**config.mk**
```make
export PLATFORM = sky130hd
export DESIGN_NAME = avalon_arbiter
export DESIGN_NICKNAME = d
export VERILOG_FILES = /design/src/rtl/avalon_pkg.sv /design/src/rtl/flex_counter.sv /design/src/rtl/avalon_arbiter.sv
export SDC_FILE = /design/constraint.sdc
export NUM_CORES = 1
export LEC_CHECK = 0
export ABC_AREA = 0
export BUFFER_PORTS_ARGS = -buffer_cell sky130_fd_sc_hd__buf_4
export CORE_MARGIN = 4
export CORE_UTILIZATION = 39
export CTS_CLUSTER_SIZE = 20
export DETAILED_ROUTE_END_ITERATION = 10
export PLACE_DENSITY_LB_ADDON = 0.2
export SETUP_SLACK_MARGIN = 0.15
export SLEW_MARGIN = 30
export SYNTH_ARGS = -nofsm -noshare
export SYNTH_HDL_FRONTEND = slang
export SYNTH_SLANG_ARGS = --single-unit
```
**constraint.sdc**
```tcl
create_clock -name clk -period 5.8 [get_ports clk]
set_clock_uncertainty 0.15 [all_clocks]
set_input_delay 0.29 -clock clk [delete_from_list [all_inputs] [get_ports clk]]
set_output_delay 0.29 -clock clk [all_outputs]
set_load 0.01 [all_outputs]
```
**src/rtl/avalon_pkg.sv**
```systemverilog
// Shared types for the Avalon-MM arbitration slice.
// Response codes and arbiter state encoding.
package avalon_pkg;

    localparam logic [1:0] RESP_OKAY        = 2'b00;
    localparam logic [1:0] RESP_RESERVED    = 2'b01;
    localparam logic [1:0] RESP_SLAVEERROR  = 2'b10;
    localparam logic [1:0] RESP_DECODEERROR = 2'b11;

    typedef enum logic [1:0] {
        IDLE,
        OWN0,
        OWN1,
        TOUT
    } arb_state_t;

endpackage

```
**src/rtl/flex_counter.sv**
```systemverilog
// Clearable up-counter; rollover_flag marks the enabled cycle whose
// increment reaches rollover_val, and the count then restarts at zero.
module flex_counter #(
    parameter int NUM_CNT_BITS = 4
) (
    input  logic                    clk,
    input  logic                    n_rst,
    input  logic                    clear,
    input  logic                    count_enable,
    input  logic [NUM_CNT_BITS-1:0] rollover_val,
    output logic                    rollover_flag
);

    logic [NUM_CNT_BITS-1:0] count;
    logic [NUM_CNT_BITS-1:0] next_count;
    logic [NUM_CNT_BITS-1:0] count_inc;

    assign count_inc = count + NUM_CNT_BITS'(1);

    always_ff @(posedge clk or negedge n_rst) begin
        if (!n_rst) begin
            count <= '0;
        end else begin
            count <= next_count;
        end
    end

    always_comb begin
        next_count    = count;
        rollover_flag = 1'b0;
        if (clear) begin
            next_count = '0;
        end else if (count_enable) begin
            if (count_inc == rollover_val) begin
                rollover_flag = 1'b1;
                next_count    = '0;
            end else begin
                next_count = count_inc;
            end
        end
    end

endmodule

```
**src/rtl/avalon_arbiter.sv**
```systemverilog
// Round-robin arbiter sharing one Avalon-MM slave between two masters,
// with a stall watchdog that aborts hung transfers with SLAVEERROR.
module avalon_arbiter
    import avalon_pkg::*;
#(
    parameter int ADDR_W  = 10,
    parameter int DATA_W  = 16,
    parameter int TIMEOUT = 255
) (
    input  logic              clk,
    input  logic              n_rst,
    input  logic              m0_read,
    input  logic              m0_write,
    input  logic [ADDR_W-1:0] m0_address,
    input  logic [DATA_W-1:0] m0_writedata,
    output logic [DATA_W-1:0] m0_readdata,
    output logic              m0_waitrequest,
    output logic [1:0]        m0_response,
    input  logic              m1_read,
    input  logic              m1_write,
    input  logic [ADDR_W-1:0] m1_address,
    input  logic [DATA_W-1:0] m1_writedata,
    output logic [DATA_W-1:0] m1_readdata,
    output logic              m1_waitrequest,
    output logic [1:0]        m1_response,
    output logic              s_read,
    output logic              s_write,
    output logic [ADDR_W-1:0] s_address,
    output logic [DATA_W-1:0] s_writedata,
    input  logic [DATA_W-1:0] s_readdata,
    input  logic              s_waitrequest,
    input  logic [1:0]        s_response,
    output logic              timeout_flag
);

    localparam int CNT_W = $clog2(TIMEOUT + 1);

    arb_state_t state, next_state;
    logic       last_grant, next_last_grant;
    logic       req0, req1, owned, wd_clear, wd_stall, wd_roll;

    assign req0     = m0_read | m0_write;
    assign req1     = m1_read | m1_write;
    assign owned    = (state == OWN0) || (state == OWN1);
    assign wd_stall = owned && s_waitrequest;
    assign wd_clear = !owned || !s_waitrequest;

    flex_counter #(.NUM_CNT_BITS(CNT_W)) u_watchdog (
        .clk          (clk),
        .n_rst        (n_rst),
        .clear        (wd_clear),
        .count_enable (wd_stall),
        .rollover_val (CNT_W'(TIMEOUT)),
        .rollover_flag(wd_roll)
    );

    always_ff @(posedge clk or negedge n_rst) begin
        if (!n_rst) begin
            state        <= IDLE;
            last_grant   <= 1'b1;
            timeout_flag <= 1'b0;
        end else begin
            state      <= next_state;
            last_grant <= next_last_grant;
            if (state == TOUT) begin
                timeout_flag <= 1'b1;
            end
        end
    end

    // last_grant is updated on TOUT entry so TOUT knows whom to fail
    always_comb begin
        next_state      = state;
        next_last_grant = last_grant;
        s_read          = 1'b0;
        s_write         = 1'b0;
        s_address       = '0;
        s_writedata     = '0;
        m0_waitrequest  = 1'b1;
        m0_readdata     = '0;
        m0_response     = RESP_OKAY;
        m1_waitrequest  = 1'b1;
        m1_readdata     = '0;
        m1_response     = RESP_OKAY;
        unique case (state)
            IDLE: begin
                if (req0 && req1) begin
                    next_state = last_grant ? OWN0 : OWN1;
                end else if (req0) begin
                    next_state = OWN0;
                end else if (req1) begin
                    next_state = OWN1;
                end
            end
            OWN0: begin
                s_read         = m0_read;
                s_write        = m0_write;
                s_address      = m0_address;
                s_writedata    = m0_writedata;
                m0_waitrequest = s_waitrequest;
                m0_readdata    = s_readdata;
                m0_response    = s_response;
                if (!req0) begin
                    next_state = IDLE;
                end else if (!s_waitrequest) begin
                    next_last_grant = 1'b0;
                    next_state      = req1 ? OWN1 : IDLE;
                end else if (wd_roll) begin
                    next_last_grant = 1'b0;
                    next_state      = TOUT;
                end
            end
            OWN1: begin
                s_read         = m1_read;
                s_write        = m1_write;
                s_address      = m1_address;
                s_writedata    = m1_writedata;
                m1_waitrequest = s_waitrequest;
                m1_readdata    = s_readdata;
                m1_response    = s_response;
                if (!req1) begin
                    next_state = IDLE;
                end else if (!s_waitrequest) begin
                    next_last_grant = 1'b1;
                    next_state      = req0 ? OWN0 : IDLE;
                end else if (wd_roll) begin
                    next_last_grant = 1'b1;
                    next_state      = TOUT;
                end
            end
            TOUT: begin
                next_state = IDLE;
                if (last_grant) begin
                    m1_waitrequest = 1'b0;
                    m1_response    = RESP_SLAVEERROR;
                end else begin
                    m0_waitrequest = 1'b0;
                    m0_response    = RESP_SLAVEERROR;
                end
            end
            default: next_state = IDLE;
        endcase
    end

endmodule

```
# Yosys cells after proc, flatten, opt, wreduce, memory -nomap -nowiden
# Cells that the tools add are included.
# word_totals
reg_bits,12
inputBits,77
wordCells,65
# classes
addsub,1
eq_ne,9
mux,39
bitwise_logic,2
n_reduce_logical,10
# op_table
cell,count
two-way mux 16 bit,2
one-hot mux 16 bit (2 select lines),1
two-way mux 2 bit,12
two-way mux 8 bit,3
one-hot mux 10 bit (2 select lines),1
two-way mux 1 bit,12
one-hot mux 1 bit (2 select lines),5
adder 8 x 1 -> 8 bit (second input constant),1
== test 8 bit (second input constant),1
one-hot mux 2 bit (2 select lines),2
one-hot mux 2 bit (4 select lines),1
!= test 3 x 2 -> 1 bit (second input constant),2
AND reduction 5 bit,1
== test 2 bit (second input constant),2
!= test 2 bit (second input constant),2
!= test 4 bit (second input constant),1
nonzero test 2 bit,2
== test 2 x 1 -> 1 bit (second input constant),1
logical AND 1 bit,2
logical NOT 1 bit,2
logical NOT 2 bit,1
logical OR 1 bit,2
OR 1 bit,2

# Logic depth before layout (Yosys ltp)
# depth
ltp_word,9
mapped_depth,7
depth_no_buf,6

# Cells and area by module
# A second synthesis with hierarchy kept.
# unflattened
hier_cells,238
area_unflattened_um2,1803.0
# by_module_without_submodules
module,n_inst,cells_each,area_per_inst_um2,seq_area_each_um2
avalon_arbiter,1,152,1032.2,101.3
flex_counter,1,86,770.7,200.2

# Least setup slack after synthesis
# OpenSTA, ideal clock, no wires.
# synth_timing
path_type,register to output
startpoint,register state[1]
endpoint,output s_address[6]
arrival_ps,1572
setup_slack_ps,3788
stages_incl_launch_ff,7
path_cell_list,dfrtp_1 inv_1 ha_1 clkbuf_1 buf_1 a22oi_1 nor2_1
# synth_via
elab_chain_len,2
elab_cells_between_ends,3
# synth_rtl
item,line_no,rtl
from (decl),avalon_arbiter.sv:38,"arb_state_t state, next_state;"
from (signal assigned),avalon_arbiter.sv:63,state <= next_state;
== test 2 bit or == test 2 x 1 -> 1 bit (tied branches),avalon_arbiter.sv:85,unique case (state)
one-hot mux 10 bit (2 select lines) (*),avalon_arbiter.sv:85,
to (decl),avalon_arbiter.sv:28,"output logic [ADDR_W-1:0] s_address,"
# Mark *: on every way between the ends. The rest lies on a longest branch, timed or not.

# Worst setup path after layout
# layout_timing
startpoint,register state[0]
endpoint,output m1_waitrequest
# layout_via
elab_chain_len,2
elab_cells_between_ends,3
# layout_rtl
item,line_no,rtl
== test 2 bit,avalon_arbiter.sv:85,
one-hot mux 1 bit (2 select lines) (*),avalon_arbiter.sv:85,
to (decl),avalon_arbiter.sv:24,"output logic m1_waitrequest,"
# Marks and branches as above.

==> flow_summary.yaml <==
sta:
  period_needed_ns: 2.26
  slew_headroom: 0.615
  worst_pin_slew_ns: 0.571
  report.final.slew_viol_count: 0
  fin_ws_ns: 3.54
  hold_viol_final: 0
  setup_viol: 0
  fin_hold_ws_ns: 0.265
  grt_setup_unrepaired: "no"
  fin_crit_sh: 0.390
  setup_tns_ns: 0
  max_freq_ghz: 0.443
pwr:
  power.density_nw_per_um2: 351
  power_frac_seq: 0.137
  p_clk_frac: 0.086
  power.total_mw: 0.907
  power_frac_comb: 0.777
  max-vdd-ir-drop_mv: 0.218
  p_int_mw: 0.481
  power.share.switching: 0.469
  switchingPower_mw: 0.426
  cellLeakagePower_nw: 1.29
global_route:
  grt_pass1_wl_mm: 8.49
  grt_pass1_vias: 1930
  overflow: 0
  antenna_found_initial: 0
  grt_max_degree: 55
  grtUsageTotal: 0.237
placed_design:
  pre_cts_slack_ns: 3.60
  io_buffer_count: 143
  dp_hpwl_mm: 4.82
  placed_cells: 377
  placed_area_um2: 2520
  gp_congestion: 0.792
synthesis:
  synth_seq_cells: 12
  synth_warnings: 0
  syn_area_um2: 1430
  syn_area_per_cell_um2: 7.17
  synth_top_area_share: 0.193
  syn_inst: 199
  synth.net_count: 283
  netlist.top_cell.by_area: "dfrtp_1"
  yosysUniqueCellTypes: 35
  ys_seq_area_frac: 0.211
  synth_area_leaders: "dfrtp_1 (19%), a22oi_1 (15%), and2_1 (15%)"
final_layout:
  n_fill_cell: 300
  syn_to_final_growth_pct: 80.7
  diodes: 0
  drive_gt1_frac: 0.470
  mostFrequentLayoutCells: "buf_4 (145), nor2_1 (38), and2_1 (34)"
  finalInstanceArea_um2: 2580
  final_cells: 382
  layout_commonest_cell: "buf_4"
  nets: 421
  fin_util: 0.750
route:
  wl_per_cell_um: 15.2
  vias_per_cell: 5.21
  drc: 0
  drt_iter0_markers: 80
  ant_nets: 0
  vias: 1990
  drtPass1Iterations: 4
  routed_wl_mm: 5.81
worst_setup_path:
  cp.depth: 6
  reg2reg_depth: 7
  r2r_slack_ns: 3.58
  crit_arrival_ns: 1.82
  cp-startpoint: "state[0]"
  crit_chain: "inv_1, ha_1, buf_4, nor2b_1, o21ai_0, buf_4"
  cp_slowest_cell: "dfrtp_1"
  path_common_cell: "buf_4"
  r2r_end: "last_grant"
  r2r_start: "state[1]"
  worstPathRequired_ns: 5.36
  critPathLaunchType: "register"
  critical-path-top-delay-family: "buffers and inverters"
  end_kind: "output port"
  worstSetupEndpoint: "m1_waitrequest"
  cp_max_fo: 54
  worst-path-buf-inv: 3
  critical_path.max_stage_delay_ns: 0.41
  critPathKind: "reg2out"
run_status:
  status: "finished clean"
cts:
  cts_setup_buffers: 0
  clk_latency_ns: 0.25
  cts_tree: "done"
  cts_inserted_buffers: 3
  clk_path_buf_depth: 2
  clockRootBuffer: "clkbuf_8"
  cts-hold-fix-buffers: 1
  cts.htree.levels: 1
  clkTransAtPathRegs_ns: 0.05
  clock-sinks: 12
  ctsResizeCount: 0
run:
  maxCapViolCount: 0
floorplan:
  fp.coreArea_um2: 3440
  die_area_um2: 4690
  die_h_um: 68.5
  io_pins: 144
  rows: 21
  die_x_um: 68.5
  start_util: 0.415
worst_hold_path:
  min_path_type: "in2async"
[final cells by class]
class,count,area [µm²],share of cell area
flip-flops and latches,12,302,0.117
well taps,46,57.6,0.0223
clock buffers,4,45.0,0.0175
inverters,5,18.8,0.00727
repair buffers,146,1100,0.426
multi-input cells,169,1060,0.410
[cells in the mapped netlist]
library cell / n
a211oi_1: 1
a22oi_1: 29
a311oi_1: 2
a31oi_1: 1
a32o_1: 1
a32oi_1: 2
and2_1: 34
and3_1: 1
and4_2: 1
buf_1: 3
clkbuf_1: 10
dfrtp_1: 11
dfstp_2: 1
ha_1: 7
inv_1: 4
inv_2: 1
nand2_1: 13
nand2b_1: 3
nand3_1: 3
nand3_2: 1
nor2_1: 38
nor2b_1: 3
nor3b_1: 2
nor4_1: 4
o211ai_1: 1
o21ai_0: 6
o21bai_1: 1
o21bai_2: 1
o22ai_1: 1
o31a_1: 1
or2_2: 3
or3_4: 1
or3b_2: 1
xnor2_1: 4
xor2_1: 3
[logic make-up (layout without fill, tap and decap cells)]
logic type | Yosys count | after routing | share of synthesized area
flip-flops | 12 | 12 | 0.211
AO/OA/AOI/OAI | 47 | 47 | 0.244
buffers and inverters | 18 | 155 | 0.0473
XOR/XNOR | 7 | 7 | 0.0429
adder cells (fa/ha/maj) | 7 | 7 | 0.0613
AND/OR/NAND/NOR | 108 | 108 | 0.394
[state kept, by name (all words and copies together), names as in the netlist]
signal            count
timeout_flag          1
u_watchdog.count      8
state                 2
last_grant            1
[routing by layer]
metal	up-vias	global-route usage	part of all wire
met4	0	0.0695	0.016
li1	970	-	-
met5	-	0	0
met1	910	0.275	0.36
met2	100	0.415	0.55
met3	10	0.0729	0.081
[power by group through the flow]
| stage | clock (mW) | sequential (mW) | combinational, mW |
|---|---|---|---|
| 6_report | 0.0780 | 0.124 | 0.705 |
| 5_1_grt | 0.0861 | 0.128 | 0.774 |
| 4_1_cts | 0.0800 | 0.124 | 0.710 |
| 3_5_place_dp | 0 | 0.125 | 0.708 |
| 3_3_place_gp | 0 | 0.124 | 0.698 |
| 2_1_floorplan | 0 | 0.120 | 0.399 |
[how the worst min path moves through the flow]
stage | start | to | cells after the start
2_1_floorplan | n_rst | state[0] | 0
3_3_place_gp | n_rst | u_watchdog.count[0] | 1
3_5_place_dp | n_rst | u_watchdog.count[0] | 1
4_1_cts | n_rst | u_watchdog.count[7] | 2
5_1_grt | n_rst | u_watchdog.count[7] | 2
6_report | n_rst | state[0] | 2
(Power assumes the default switching activity.)
